==> config.mk <==
export PLATFORM = sky130hd
export DESIGN_NAME = bep_manchester_tx
export DESIGN_NICKNAME = d
export VERILOG_FILES = /design/src/rtl/bep_frame_pkg.sv /design/src/rtl/bep_manchester_tx_half_bit_timer.sv /design/src/rtl/bep_manchester_tx.sv
export SDC_FILE = /design/constraint.sdc
export NUM_CORES = 1
export LEC_CHECK = 0
export BUFFER_PORTS_ARGS = -buffer_cell sky130_fd_sc_hd__buf_2
export CORE_ASPECT_RATIO = 0.8
export CORE_MARGIN = 3
export CORE_UTILIZATION = 60
export DETAILED_ROUTE_END_ITERATION = 8
export HOLD_SLACK_MARGIN = 0.02
export PLACE_DENSITY = 0.78
export SLEW_MARGIN = 25
export SYNTH_ARGS = -nofsm -noshare
export SYNTH_HDL_FRONTEND = slang
export SYNTH_SLANG_ARGS = --single-unit
==> constraint.sdc <==
create_clock -name clk -period 5.3 [get_ports clk]
set_input_delay 0.53 -clock clk [delete_from_list [all_inputs] [get_ports clk]]
set_output_delay 0.53 -clock clk [all_outputs]
set_load 0.005 [all_outputs]
==> src/rtl/bep_frame_pkg.sv <==
// Frame layout, field widths and FSM encodings for the thermostat link.
// Shared by the transmitter and the receive path so both agree on the constants.
package bep_frame_pkg;

  localparam int ID_W       = 32;
  localparam int TEMP_W     = 16;
  localparam int STATE_W    = 8;
  localparam int TAIL_W     = 8;
  localparam int FRAME_BITS = 192;
  localparam int BIT_CNT_W  = 8;

  localparam logic [31:0]       PREAMBLE = 32'hAAAA_AAAA;
  localparam logic [15:0]       TYPE_1   = 16'h5A5A;
  localparam logic [15:0]       TYPE_2   = 16'hC3C3;
  localparam logic [31:0]       CONSTANT = 32'h0F0F_0F0F;
  localparam logic [TAIL_W-1:0] TAIL_1   = 8'hF0;
  localparam logic [TAIL_W-1:0] TAIL_2   = 8'h0F;
  localparam logic [TAIL_W-1:0] TAIL_3   = 8'hFF;

  typedef enum logic [1:0] {
    ST_IDLE = 2'd0,
    ST_SEND = 2'd1,
    ST_GAP  = 2'd2,
    ST_DONE = 2'd3
  } tx_state_e;

  // Packs the payload between the fixed header and tail, MSB transmitted first.
  function automatic logic [FRAME_BITS-1:0] build_frame(
    input logic [ID_W-1:0]    id,
    input logic [TEMP_W-1:0]  room,
    input logic [TEMP_W-1:0]  setp,
    input logic [STATE_W-1:0] st
  );
    return {PREAMBLE, TYPE_1, TYPE_2, CONSTANT, id, room, setp, st,
            TAIL_1, TAIL_2, TAIL_3};
  endfunction

endpackage

==> src/rtl/bep_manchester_tx_half_bit_timer.sv <==
// Half-bit timer: free-running down-counter that ticks on its last cycle.
// A synchronous clear restarts a full half-bit period.
module bep_half_bit_timer #(
  parameter int HALF_BIT_CYCLES = 8
) (
  input  logic clk,
  input  logic rst_n,
  input  logic clr_i,
  output logic tick_o
);

  localparam int CNT_W = (HALF_BIT_CYCLES > 2) ? $clog2(HALF_BIT_CYCLES) : 1;
  localparam logic [CNT_W-1:0] RELOAD = CNT_W'(HALF_BIT_CYCLES - 1);

  logic [CNT_W-1:0] cnt_q, cnt_d;

  always_comb begin
    if (clr_i || (cnt_q == '0)) cnt_d = RELOAD;
    else                        cnt_d = cnt_q - 1'b1;
  end

  always_ff @(posedge clk or negedge rst_n) begin
    if (!rst_n) cnt_q <= '0;
    else        cnt_q <= cnt_d;
  end

  assign tick_o = (cnt_q == '0);

endmodule

==> src/rtl/bep_manchester_tx.sv <==
// Manchester (IEEE 802.3) transmitter for the 192-bit thermostat frame.
// Optional BEP_MANCHESTER_TX_REPEAT_EN: one start sends REPEAT_COUNT frames.
module bep_manchester_tx
  import bep_frame_pkg::*;
#(
  parameter int HALF_BIT_CYCLES = 8,
  parameter int GAP_BITS        = 4,
  parameter int REPEAT_COUNT    = 3
) (
  input  logic               clk,
  input  logic               rst_n,
  input  logic               start,
  input  logic [ID_W-1:0]    thermostat_id,
  input  logic [TEMP_W-1:0]  room_temp,
  input  logic [TEMP_W-1:0]  set_temp,
  input  logic [STATE_W-1:0] state,
  output logic               tx_out,
  output logic               busy,
  output logic               done
);

`ifdef BEP_MANCHESTER_TX_REPEAT_EN
  localparam int FRAMES_PER_START = REPEAT_COUNT;
`else
  localparam int FRAMES_PER_START = 1;
`endif

  localparam int GAP_HALVES  = 2 * GAP_BITS;
  localparam int GAP_CNT_W   = (GAP_HALVES > 2) ? $clog2(GAP_HALVES) : 1;
  localparam int FRAME_CNT_W = (REPEAT_COUNT > 1) ? $clog2(REPEAT_COUNT + 1) : 1;
  localparam int MSB         = FRAME_BITS - 1;

  localparam logic [BIT_CNT_W-1:0]   LAST_BIT   = BIT_CNT_W'(FRAME_BITS - 1);
  localparam logic [GAP_CNT_W-1:0]   LAST_GAP   = GAP_CNT_W'(GAP_HALVES - 1);
  localparam logic [FRAME_CNT_W-1:0] LAST_FRAME = FRAME_CNT_W'(FRAMES_PER_START - 1);

  tx_state_e              state_q;
  logic                   tx_q, busy_q, done_q, phase_q;
  logic [BIT_CNT_W-1:0]   bit_cnt_q;
  logic [GAP_CNT_W-1:0]   gap_cnt_q;
  logic [FRAME_CNT_W-1:0] frame_cnt_q;
  logic [FRAME_BITS-1:0]  sr_q;
  logic [FRAME_BITS-1:0]  frame_d;
  logic                   load, shift, tick, last_frame;

  assign frame_d    = build_frame(thermostat_id, room_temp, set_temp, state);
  assign load       = (state_q == ST_IDLE) && start;
  assign shift      = (state_q == ST_SEND) && tick && phase_q;
  assign last_frame = (frame_cnt_q == LAST_FRAME);

  bep_half_bit_timer #(
    .HALF_BIT_CYCLES(HALF_BIT_CYCLES)
  ) u_timer (
    .clk   (clk),
    .rst_n (rst_n),
    .clr_i (load),
    .tick_o(tick)
  );

  // The register rotates rather than shifts, so after 192 bits it holds the
  // original frame again and repeated frames need no second payload copy.
  always_ff @(posedge clk) begin
    if (load)       sr_q <= frame_d;
    else if (shift) sr_q <= {sr_q[MSB-1:0], sr_q[MSB]};
  end

  always_ff @(posedge clk or negedge rst_n) begin
    if (!rst_n) begin
      state_q     <= ST_IDLE;
      tx_q        <= 1'b0;
      busy_q      <= 1'b0;
      done_q      <= 1'b0;
      phase_q     <= 1'b0;
      bit_cnt_q   <= '0;
      gap_cnt_q   <= '0;
      frame_cnt_q <= '0;
    end else begin
      done_q <= 1'b0;
      case (state_q)
        ST_IDLE: begin
          if (start) begin
            state_q     <= ST_SEND;
            busy_q      <= 1'b1;
            tx_q        <= ~frame_d[MSB];
            phase_q     <= 1'b0;
            bit_cnt_q   <= '0;
            gap_cnt_q   <= '0;
            frame_cnt_q <= '0;
          end
        end
        // First half drives the inverted bit, second half the bit itself.
        ST_SEND: begin
          if (tick) begin
            if (!phase_q) begin
              phase_q <= 1'b1;
              tx_q    <= sr_q[MSB];
            end else begin
              phase_q <= 1'b0;
              if (bit_cnt_q == LAST_BIT) begin
                state_q   <= ST_GAP;
                tx_q      <= 1'b0;
                bit_cnt_q <= '0;
              end else begin
                bit_cnt_q <= bit_cnt_q + 1'b1;
                tx_q      <= ~sr_q[MSB-1];
              end
            end
          end
        end
        ST_GAP: begin
          if (tick) begin
            if (gap_cnt_q == LAST_GAP) begin
              gap_cnt_q <= '0;
              if (last_frame) begin
                state_q <= ST_DONE;
                busy_q  <= 1'b0;
                done_q  <= 1'b1;
              end else begin
                frame_cnt_q <= frame_cnt_q + 1'b1;
                state_q     <= ST_SEND;
                tx_q        <= ~sr_q[MSB];
              end
            end else begin
              gap_cnt_q <= gap_cnt_q + 1'b1;
            end
          end
        end
        ST_DONE: state_q <= ST_IDLE;
        default: state_q <= ST_IDLE;
      endcase
    end
  end

  assign tx_out = tx_q;
  assign busy   = busy_q;
  assign done   = done_q;

endmodule

==> results of run 1 <==
==> registers in the layout, summed over array words and instances, names as in the netlist <==
signal,flops
state_q,2
done,1
phase_q,1
tx_out,1
busy,1
bit_cnt_q,8
gap_cnt_q,3
frame_cnt_q,2
sr_q,192
u_timer.cnt_q,3
==> cells by family after synthesis <==
kind of cell | after synthesis
AND/OR/NAND/NOR | 567
adder cells (fa/ha/maj) | 11
XOR/XNOR | 2
flip-flops | 214
buffers and inverters | 80
multiplexers | 1
AO/OA/AOI/OAI | 97
==> path summary, 6_finish.rpt <==
path / from / endpoint / slack, ns
setup / recovery: u_timer.cnt_q[0]$_DFF_PN0_ / sr_q[43]$_DFFE_PP_ / 2.07
hold / removal: state[7] / sr_q[31]$_DFFE_PP_ / 0.30
setup reg to reg: u_timer.cnt_q[0]$_DFF_PN0_ / sr_q[43]$_DFFE_PP_ / 2.07
hold reg to reg: sr_q[161]$_SDFFE_PP1P_ / sr_q[162]$_SDFFE_PP0P_ / 0.45
max in group asynchronous: rst_n / u_timer.cnt_q[2]$_DFF_PN0_ / 4.39
min in group asynchronous: rst_n / state_q[1]$_DFFE_PN0P_ / 0.56
==> per-stage QoR <==
stage	utilization, %	setup slack, ns	instance area (um2)	std cells	total power [mW]
6_report	69.7	2.07	9610	1202	4.24
5_1_grt	69.7	1.75	9610	1202	4.46
4_1_cts	69.7	2.08	9610	1202	4.27
3_5_place_dp	64.9	2.07	8950	1164	2.86
3_3_place_gp	64.9	2.14	8950	1164	2.83
2_1_floorplan	-	1.96	8610	972	2.68
==> final cells by class <==
| cell class | instances | area, um2 |
|---|---|---|
| Sequential cell | 214 | 5110 |
| Tap cell | 180 | 225 |
| Clock buffer | 28 | 572 |
| Fill cell | 1072 | 4180 |
| Multi-Input combinational cell | 678 | 3150 |
| Clock inverter | 9 | 71.3 |
| Timing Repair Buffer | 82 | 438 |
| Inverter | 11 | 41.3 |
==> placed cells by master (no fill, tap or decap), types with 2 or more instances in the layout <==
master | synthesis | layout
sky130_fd_sc_hd__inv_1 | 11 | 11
sky130_fd_sc_hd__and2_1 | 3 | 2
sky130_fd_sc_hd__nor2_1 | 4 | 4
sky130_fd_sc_hd__a22o_1 | 2 | 2
sky130_fd_sc_hd__o21ai_0 | 8 | 8
sky130_fd_sc_hd__o21ai_1 | 2 | 2
sky130_fd_sc_hd__ha_1 | 11 | 11
sky130_fd_sc_hd__buf_2 | 27 | 77
sky130_fd_sc_hd__o31ai_1 | 3 | 3
sky130_fd_sc_hd__nand4_1 | 2 | 2
sky130_fd_sc_hd__nand2_4 | 0 | 2
sky130_fd_sc_hd__nand2_1 | 404 | 402
sky130_fd_sc_hd__o211ai_1 | 3 | 3
sky130_fd_sc_hd__clkbuf_8 | 0 | 2
sky130_fd_sc_hd__a31oi_1 | 3 | 3
sky130_fd_sc_hd__dfrtp_1 | 22 | 22
sky130_fd_sc_hd__clkbuf_16 | 0 | 21
sky130_fd_sc_hd__nor2b_1 | 3 | 3
sky130_fd_sc_hd__nand3_1 | 140 | 139
sky130_fd_sc_hd__buf_4 | 11 | 3
sky130_fd_sc_hd__clkinv_2 | 0 | 6
sky130_fd_sc_hd__clkbuf_1 | 29 | 5
sky130_fd_sc_hd__nand2b_1 | 5 | 5
sky130_fd_sc_hd__a21oi_1 | 60 | 60
sky130_fd_sc_hd__dfxtp_1 | 120 | 120
sky130_fd_sc_hd__edfxtp_1 | 72 | 72
sky130_fd_sc_hd__o22ai_1 | 5 | 5
==> worst min-delay path: cells and delay by family <==
family	cells	cell delay, ns
buf+inv	1	0.07
simple gates	2	0.08
==> where the power goes <==
group	total [mW]	internal [mW]	leakage [nW]	switching (mW)
clock network	1.41	0.807	0.318	0.600
logic	0.717	0.241	1.96	0.477
registers	2.12	1.99	1.94	0.124
total	4.24	3.04	4.22	1.20
==> layer usage <==
| layer | wire (um) | track usage (%) |
|---|---|---|
| met1 | 7730 | 29.7 |
| met2 | 7200 | 32.2 |
| met3 | 915 | 3.59 |
| met4 | 280 | 4.58 |
| met5 | 0 | 0 |
==> cell usage after synthesis, drive strengths merged (2+ instances only) <==
library cell / number
a21oi: 60
nand3: 140
nand2: 404
o21ai: 11
o31ai: 3
clkbuf: 29
o211ai: 3
inv: 11
nand4: 2
buf: 40
o41ai: 2
a31oi: 3
a22o: 2
edfxtp: 72
dfxtp: 120
o22ai: 5
nor2b: 3
and2: 3
ha: 11
nand2b: 6
dfrtp: 22
nor2: 4
==> metrics.txt, run 1 <==
# TYPE chip_impl_metric gauge
chip_impl_info{name="cts_root_buffer",value="sky130_fd_sc_hd__clkbuf_16"} 1
chip_impl_metric{name="first_global_vias",unit=""} 6083
chip_impl_metric{name="initial_core_utilization",unit="%"} 62.4
chip_impl_metric{name="gr-total-overflow",unit=""} 0
chip_impl_metric{name="fin_tns_setup",unit="ns"} 0
chip_impl_metric{name="std_cell_rows",unit=""} 38
chip_impl_info{name="synth_largest_area_cell",value="sky130_fd_sc_hd__dfxtp_1"} 1
chip_impl_metric{name="post_synth_fa_ha_maj_area_fraction",unit="%"} 1.60
chip_impl_info{name="synth_top_family_by_area",value="simple AND/OR/NAND/NOR gates"} 1
chip_impl_metric{name="route.antenna.remaining_nets",unit=""} 0
chip_impl_metric{name="mapped_area",unit="um2"} 8610
chip_impl_metric{name="worst-endpoint-arrival",unit="ns"} 3.34
chip_impl_metric{name="grt_usage",unit="%"} 20.3
chip_impl_metric{name="post_route_cells_drive_above_1_share",unit="%"} 12.2
chip_impl_metric{name="synth_mux_area_share",unit="%"} 0.131
chip_impl_metric{name="clock_tree.buffer_depth",unit=""} 3
chip_impl_metric{name="vdd_drop_max",unit="V"} 0.000289
chip_impl_metric{name="place.port_buffers",unit=""} 77
chip_impl_metric{name="worst_slew_pin_slew",unit="ns"} 0.986
chip_impl_metric{name="grt_first_pass_wirelength",unit="um"} 27700
chip_impl_metric{name="tritoncts.num_buffers",unit=""} 21
chip_impl_metric{name="timing.critical_path.slowest_cell_delay",unit="ns"} 0.99
chip_impl_metric{name="clkSlewWorstSetupHoldPaths",unit="ns"} 0.06
chip_impl_metric{name="power.density_cell_area",unit="nW/um2"} 441
chip_impl_metric{name="count_of_buffer_and_inverter_cells_on_the_critical_path",unit=""} 1
chip_impl_metric{name="static-leakage-power",unit="nW"} 4.22
chip_impl_metric{name="remaining_drc_errors",unit=""} 0
chip_impl_info{name="holdCritPathClass",value="in2reg"} 1
chip_impl_info{name="setup.worst_path.start_class",value="flip-flop"} 1
chip_impl_info{name="clock_tree_from_tritoncts",value="yes"} 1
chip_impl_metric{name="worst_r2r_path_depth",unit=""} 5
chip_impl_metric{name="areaGrowthSynthToFinish",unit="%"} 11.6
chip_impl_metric{name="required",unit="ns"} 5.41
chip_impl_metric{name="finalWirelength",unit="um"} 16100
chip_impl_metric{name="design.portCount",unit=""} 78
chip_impl_metric{name="wl_per_cell",unit="um"} 13.4
chip_impl_metric{name="postSynthNetCount",unit=""} 1058
chip_impl_metric{name="synth-edff-count",unit=""} 72
chip_impl_metric{name="drt-initial-drc-count",unit=""} 543
chip_impl_metric{name="die_footprint",unit="um2"} 15800
chip_impl_metric{name="place_hpwl",unit="um"} 9060
chip_impl_metric{name="worst_slew_margin_rel",unit="%"} 34.3
chip_impl_metric{name="drt_pre_antenna_iters",unit=""} 5
chip_impl_metric{name="yosys_register_bits",unit=""} 214
chip_impl_metric{name="critical_path_cell_count",unit=""} 5
chip_impl_metric{name="setup_violations",unit=""} 0
chip_impl_metric{name="route.vias.total",unit=""} 6475
chip_impl_info{name="cp-end-kind",value="flip-flop"} 1
chip_impl_metric{name="maxCapViolCount",unit=""} 0
chip_impl_info{name="type_of_the_setup_path_with_the_least_slack",value="reg2reg"} 1
chip_impl_metric{name="synth-seq-area-share",unit="%"} 59.4
chip_impl_metric{name="yosysTopAreaCellShare",unit="%"} 27.9
chip_impl_metric{name="grt_antenna_before_repair",unit=""} 0
chip_impl_metric{name="ys_types",unit=""} 45
chip_impl_metric{name="holdBufCountCts",unit=""} 1
chip_impl_metric{name="report.final.hold_viol_count",unit=""} 0
chip_impl_metric{name="async_flop_share",unit="%"} 10.3
chip_impl_metric{name="design.final.nets",unit=""} 1094
chip_impl_metric{name="critical_path_peak_fanout",unit=""} 72
chip_impl_info{name="cpMaxStageDelayCell",value="sky130_fd_sc_hd__nand2_4"} 1
chip_impl_metric{name="antenna_cells_inserted",unit=""} 0
chip_impl_info{name="path_cells",value="inv_1 -> ha_1 -> nor2b_1 -> nand3_4 -> nand2_4"} 1
chip_impl_metric{name="grt_start_max_net_pins",unit=""} 115
chip_impl_metric{name="fp.dieH",unit="um"} 113
chip_impl_metric{name="core_area",unit="um2"} 13800
chip_impl_metric{name="timing.hold.ws",unit="ns"} 0.299
chip_impl_info{name="yosys-top-cells-area",value="sky130_fd_sc_hd__dfxtp_1 (28%), sky130_fd_sc_hd__edfxtp_1 (25%), sky130_fd_sc_hd__nand2_1 (18%)"} 1
chip_impl_metric{name="period_utilization_post_route",unit="%"} 60.9
chip_impl_metric{name="yosys.area_share.simple",unit="%"} 27.5
chip_impl_metric{name="post_synth_xor_area_fraction",unit="%"} 0.203
chip_impl_metric{name="clock_skew",unit="ns"} 0.00707
chip_impl_metric{name="period_minus_slack",unit="ns"} 3.23
chip_impl_metric{name="clock.fmax",unit="MHz"} 310
chip_impl_metric{name="via_per_inst",unit=""} 5.39
chip_impl_metric{name="post_cts_setup_buffer_count",unit=""} 0
chip_impl_metric{name="syn_inst",unit=""} 972
chip_impl_metric{name="die_x",unit="um"} 140
chip_impl_metric{name="place_congestion",unit=""} 0.792
chip_impl_metric{name="synth-compound-area-share",unit="%"} 6.74
chip_impl_metric{name="mean_instance_size_in_the_synthesized_netlist",unit="um2"} 8.86
chip_impl_metric{name="cts_resized",unit=""} 0
chip_impl_info{name="synth_flop_cell",value="sky130_fd_sc_hd__dfxtp_1"} 1
chip_impl_metric{name="clock_tree.htree_level_count",unit=""} 1
chip_impl_metric{name="synthesis_warnings",unit=""} 0
chip_impl_metric{name="final_max_slew_viol_count",unit=""} 0
chip_impl_metric{name="hold-path-cell-count",unit=""} 3
chip_impl_metric{name="worst_skew_pair.late_latency",unit="ns"} 0.49
chip_impl_info{name="cell_family_contributing_the_most_delay_on_the_critical_path",value="simple AND/OR/NAND/NOR gates"} 1
chip_impl_info{name="setup_repair_after_global_routing_missed_its_margin",value="false"} 1
chip_impl_info{name="outcome",value="complete, no violations"} 1
chip_impl_metric{name="numClockSinks",unit=""} 214
(Power assumes the default switching activity.)
==> inputs of run 2 (changes only) <==
Settings changed: CORE_UTILIZATION 60 to 59, PLACE_DENSITY 0.78 to 0.77.
Clock period 5.3 ns to 3 ns, I/O delays scaled along.
==> run 2 against run 1 <==
Register-to-register slack lost 1.3 ns. Non-clock buffer count grew 7. Clock skew rose by 0.0046 ns. Cell area grew 1.3%. Count of clock-buffer cells in the layout down 3. Critical endpoint is now sr_q[27]$_DFFE_PP_. Sequential cell count stayed put. First-iteration DRC count increased by 16%. Global-route usage rose by 0.41 points. Utilization rose by 0.19 points. Routed wire length up 2.4%. Highest routed layer unchanged.
==> metrics.txt, run 2 (synthesis gave the netlist of run 1 again) <==
# TYPE chip_impl_metric gauge
chip_impl_metric{name="fillCellCount",unit=""} 1079
chip_impl_info{name="most_common_library_cell_in_the_layout_ignoring_fill_and_taps",value="sky130_fd_sc_hd__nand2_1"} 1
chip_impl_metric{name="period_minus_slack",unit="ns"} 2.25
chip_impl_metric{name="cts_resized",unit=""} 0
chip_impl_metric{name="areaGrowthSynthToFinish",unit="%"} 13.1
chip_impl_metric{name="tritoncts.num_buffers",unit=""} 20
chip_impl_metric{name="dp.cells",unit=""} 1171
chip_impl_metric{name="worst_slew_margin_rel",unit="%"} 47.1
chip_impl_metric{name="initial_core_utilization",unit="%"} 61.8
chip_impl_metric{name="clock_tree.buffer_depth",unit=""} 3
chip_impl_metric{name="post_route_cells_drive_above_1_share",unit="%"} 13.0
chip_impl_metric{name="static-leakage-power",unit="nW"} 4.29
chip_impl_metric{name="numClockSinks",unit=""} 214
chip_impl_metric{name="intPower",unit="mW"} 5.46
chip_impl_info{name="setup_repair_after_global_routing_missed_its_margin",value="false"} 1
chip_impl_metric{name="post_cts_setup_buffer_count",unit=""} 0
chip_impl_metric{name="grt_usage",unit="%"} 20.7
chip_impl_info{name="holdCritPathClass",value="in2reg"} 1
chip_impl_metric{name="final_max_slew_viol_count",unit=""} 0
chip_impl_metric{name="seq_power_share",unit="%"} 49.3
chip_impl_metric{name="fin_total_pwr",unit="mW"} 7.60
chip_impl_metric{name="r2r_slack",unit="ns"} 0.75
chip_impl_metric{name="place_congestion",unit=""} 0.797
chip_impl_metric{name="grt_start_max_net_pins",unit=""} 122
chip_impl_metric{name="clock.fmax",unit="MHz"} 444
chip_impl_metric{name="design.portCount",unit=""} 78
chip_impl_metric{name="maxCapViolCount",unit=""} 0
chip_impl_metric{name="die_footprint",unit="um2"} 16100
chip_impl_metric{name="wl_per_cell",unit="um"} 13.7
chip_impl_metric{name="report.final.hold_viol_count",unit=""} 0
chip_impl_metric{name="worst-endpoint-arrival",unit="ns"} 2.61
chip_impl_metric{name="grt_antenna_before_repair",unit=""} 0
chip_impl_metric{name="vdd_drop_max",unit="V"} 0.000805
chip_impl_metric{name="critical_path_peak_fanout",unit=""} 48
chip_impl_info{name="clock_tree_from_tritoncts",value="yes"} 1
chip_impl_metric{name="clock_skew",unit="ns"} 0.0117
chip_impl_metric{name="period_utilization_post_route",unit="%"} 75.0
chip_impl_metric{name="max_ffs_per_register",unit=""} 192
chip_impl_metric{name="clkPwrFrac",unit="%"} 33.4
chip_impl_metric{name="die_x",unit="um"} 141
chip_impl_info{name="cts_root_buffer",value="sky130_fd_sc_hd__clkbuf_16"} 1
chip_impl_metric{name="p_sw_share",unit="%"} 28.2
chip_impl_metric{name="route.vias.total",unit=""} 6499
chip_impl_metric{name="place_hpwl",unit="um"} 9480
chip_impl_metric{name="grt_first_pass_wirelength",unit="um"} 28200
chip_impl_info{name="type_of_the_setup_path_with_the_least_slack",value="reg2reg"} 1
chip_impl_metric{name="placed_cell_area",unit="um2"} 9060
chip_impl_metric{name="antenna_cells_inserted",unit=""} 0
chip_impl_info{name="setup.worst_path.start_class",value="flip-flop"} 1
chip_impl_metric{name="timing.hold.ws",unit="ns"} 0.0648
chip_impl_metric{name="power.density_cell_area",unit="nW/um2"} 781
chip_impl_metric{name="switchingPower",unit="mW"} 2.14
chip_impl_info{name="final_cell_mix",value="sky130_fd_sc_hd__nand2_1 (402), sky130_fd_sc_hd__nand3_1 (139), sky130_fd_sc_hd__dfxtp_1 (120)"} 1
chip_impl_metric{name="std_cell_rows",unit=""} 38
chip_impl_metric{name="core_area",unit="um2"} 13900
chip_impl_metric{name="drt-initial-drc-count",unit=""} 632
chip_impl_metric{name="design.final.nets",unit=""} 1100
chip_impl_metric{name="setup_violations",unit=""} 0
chip_impl_metric{name="clkSlewWorstSetupHoldPaths",unit="ns"} 0.07
chip_impl_metric{name="wl_met1",unit="um"} 7760
chip_impl_metric{name="place.port_buffers",unit=""} 77
chip_impl_metric{name="worst_skew_pair.late_latency",unit="ns"} 0.50
chip_impl_metric{name="first_global_vias",unit=""} 5925
chip_impl_info{name="max_flop_register",value="sr_q"} 1
chip_impl_metric{name="final_cell_count_no_fill",unit=""} 1208
chip_impl_metric{name="layout.cell_area.non_filler",unit="um2"} 9730
chip_impl_metric{name="required",unit="ns"} 3.36
chip_impl_metric{name="holdBufCountCts",unit=""} 1
chip_impl_metric{name="route.met2.wl",unit="um"} 7440
chip_impl_metric{name="gr-total-overflow",unit=""} 0
chip_impl_metric{name="route.antenna.remaining_nets",unit=""} 0
chip_impl_metric{name="met3_length",unit="um"} 973
chip_impl_info{name="cp-end-kind",value="flip-flop"} 1
chip_impl_metric{name="worst_slew_pin_slew",unit="ns"} 0.793
chip_impl_metric{name="drt_pre_antenna_iters",unit=""} 5
chip_impl_info{name="largestRegisters",value="sr_q: 192 flops, bit_cnt_q: 8 flops"} 1
chip_impl_metric{name="finalWirelength",unit="um"} 16500
chip_impl_metric{name="fp.dieH",unit="um"} 114
chip_impl_info{name="top_sig_layer",value="met4"} 1
chip_impl_metric{name="p_comb_share",unit="%"} 17.3
chip_impl_metric{name="remaining_drc_errors",unit=""} 0
chip_impl_info{name="outcome",value="complete, no violations"} 1
chip_impl_metric{name="fin_tns_setup",unit="ns"} 0
chip_impl_metric{name="clock_tree.htree_level_count",unit=""} 1
chip_impl_metric{name="via_per_inst",unit=""} 5.38
run 2: changes by cell type in the layout (fill, tap and decap cells not counted), sizes merged:
cell	change
bufinv	+1
buf	+7
clkbuf	-3
clkinv	+1
run 2: power groups by stage:
stage	registers, mW	clock network [mW]	logic [mW]
finish	3.75	2.54	1.32
global route	3.80	2.70	1.52
CTS	3.74	2.60	1.33
detailed placement	3.79	0	1.31
global placement	3.78	0	1.29
floorplan	3.74	0	0.988
run 2: layout make-up:
class / instances / area [um2] / area share, %
Clock buffer: 25 / 549 / 5.64
Clock inverter: 11 / 118 / 1.21
Inverter: 11 / 41.3 / 0.424
Multi-Input combinational cell: 678 / 3150 / 32.3
Sequential cell: 214 / 5110 / 52.5
Tap cell: 180 / 225 / 2.31
Timing Repair Buffer: 89 / 541 / 5.55
run 2: final timing paths:
path                                            start                         end  cells after the start
max                            state_q[1]$_DFFE_PN0P_          sr_q[27]$_DFFE_PP_                      6
min                                 thermostat_id[14]          sr_q[78]$_DFFE_PP_                      3
max reg2reg                    state_q[1]$_DFFE_PN0P_          sr_q[27]$_DFFE_PP_                      6
min reg2reg                u_timer.cnt_q[0]$_DFF_PN0_  u_timer.cnt_q[0]$_DFF_PN0_                      1
max in group asynchronous                       rst_n    gap_cnt_q[2]$_DFFE_PN0P_                      2
min in group asynchronous                       rst_n    bit_cnt_q[5]$_DFFE_PN0P_                      2
run 2: worst max-delay path, stage by stage (launching register included):
cell	delay, ns
sky130_fd_sc_hd__dfrtp_1	0.42
sky130_fd_sc_hd__inv_1	0.12
sky130_fd_sc_hd__ha_1	0.44
sky130_fd_sc_hd__and4b_4	0.39
sky130_fd_sc_hd__buf_4	0.43
sky130_fd_sc_hd__nand3_1	0.19
sky130_fd_sc_hd__nand2_1	0.11
run 2: routing by layer:
layer  vias to the layer above  GRT usage, %
met3                        26          3.90
met1                      2989          31.9
met4                         0          5.16
met2                       176          30.5
li1                       3308             -
met5                         -             0
run 2: stage by stage:
stage	utilization, %	worst slack (ns)
after floorplan	-	0.379
after CTS	69.9	0.757
after detailed placement	65.0	0.784
final	69.9	0.749
after global routing	69.9	0.630
after global placement	65.0	0.910
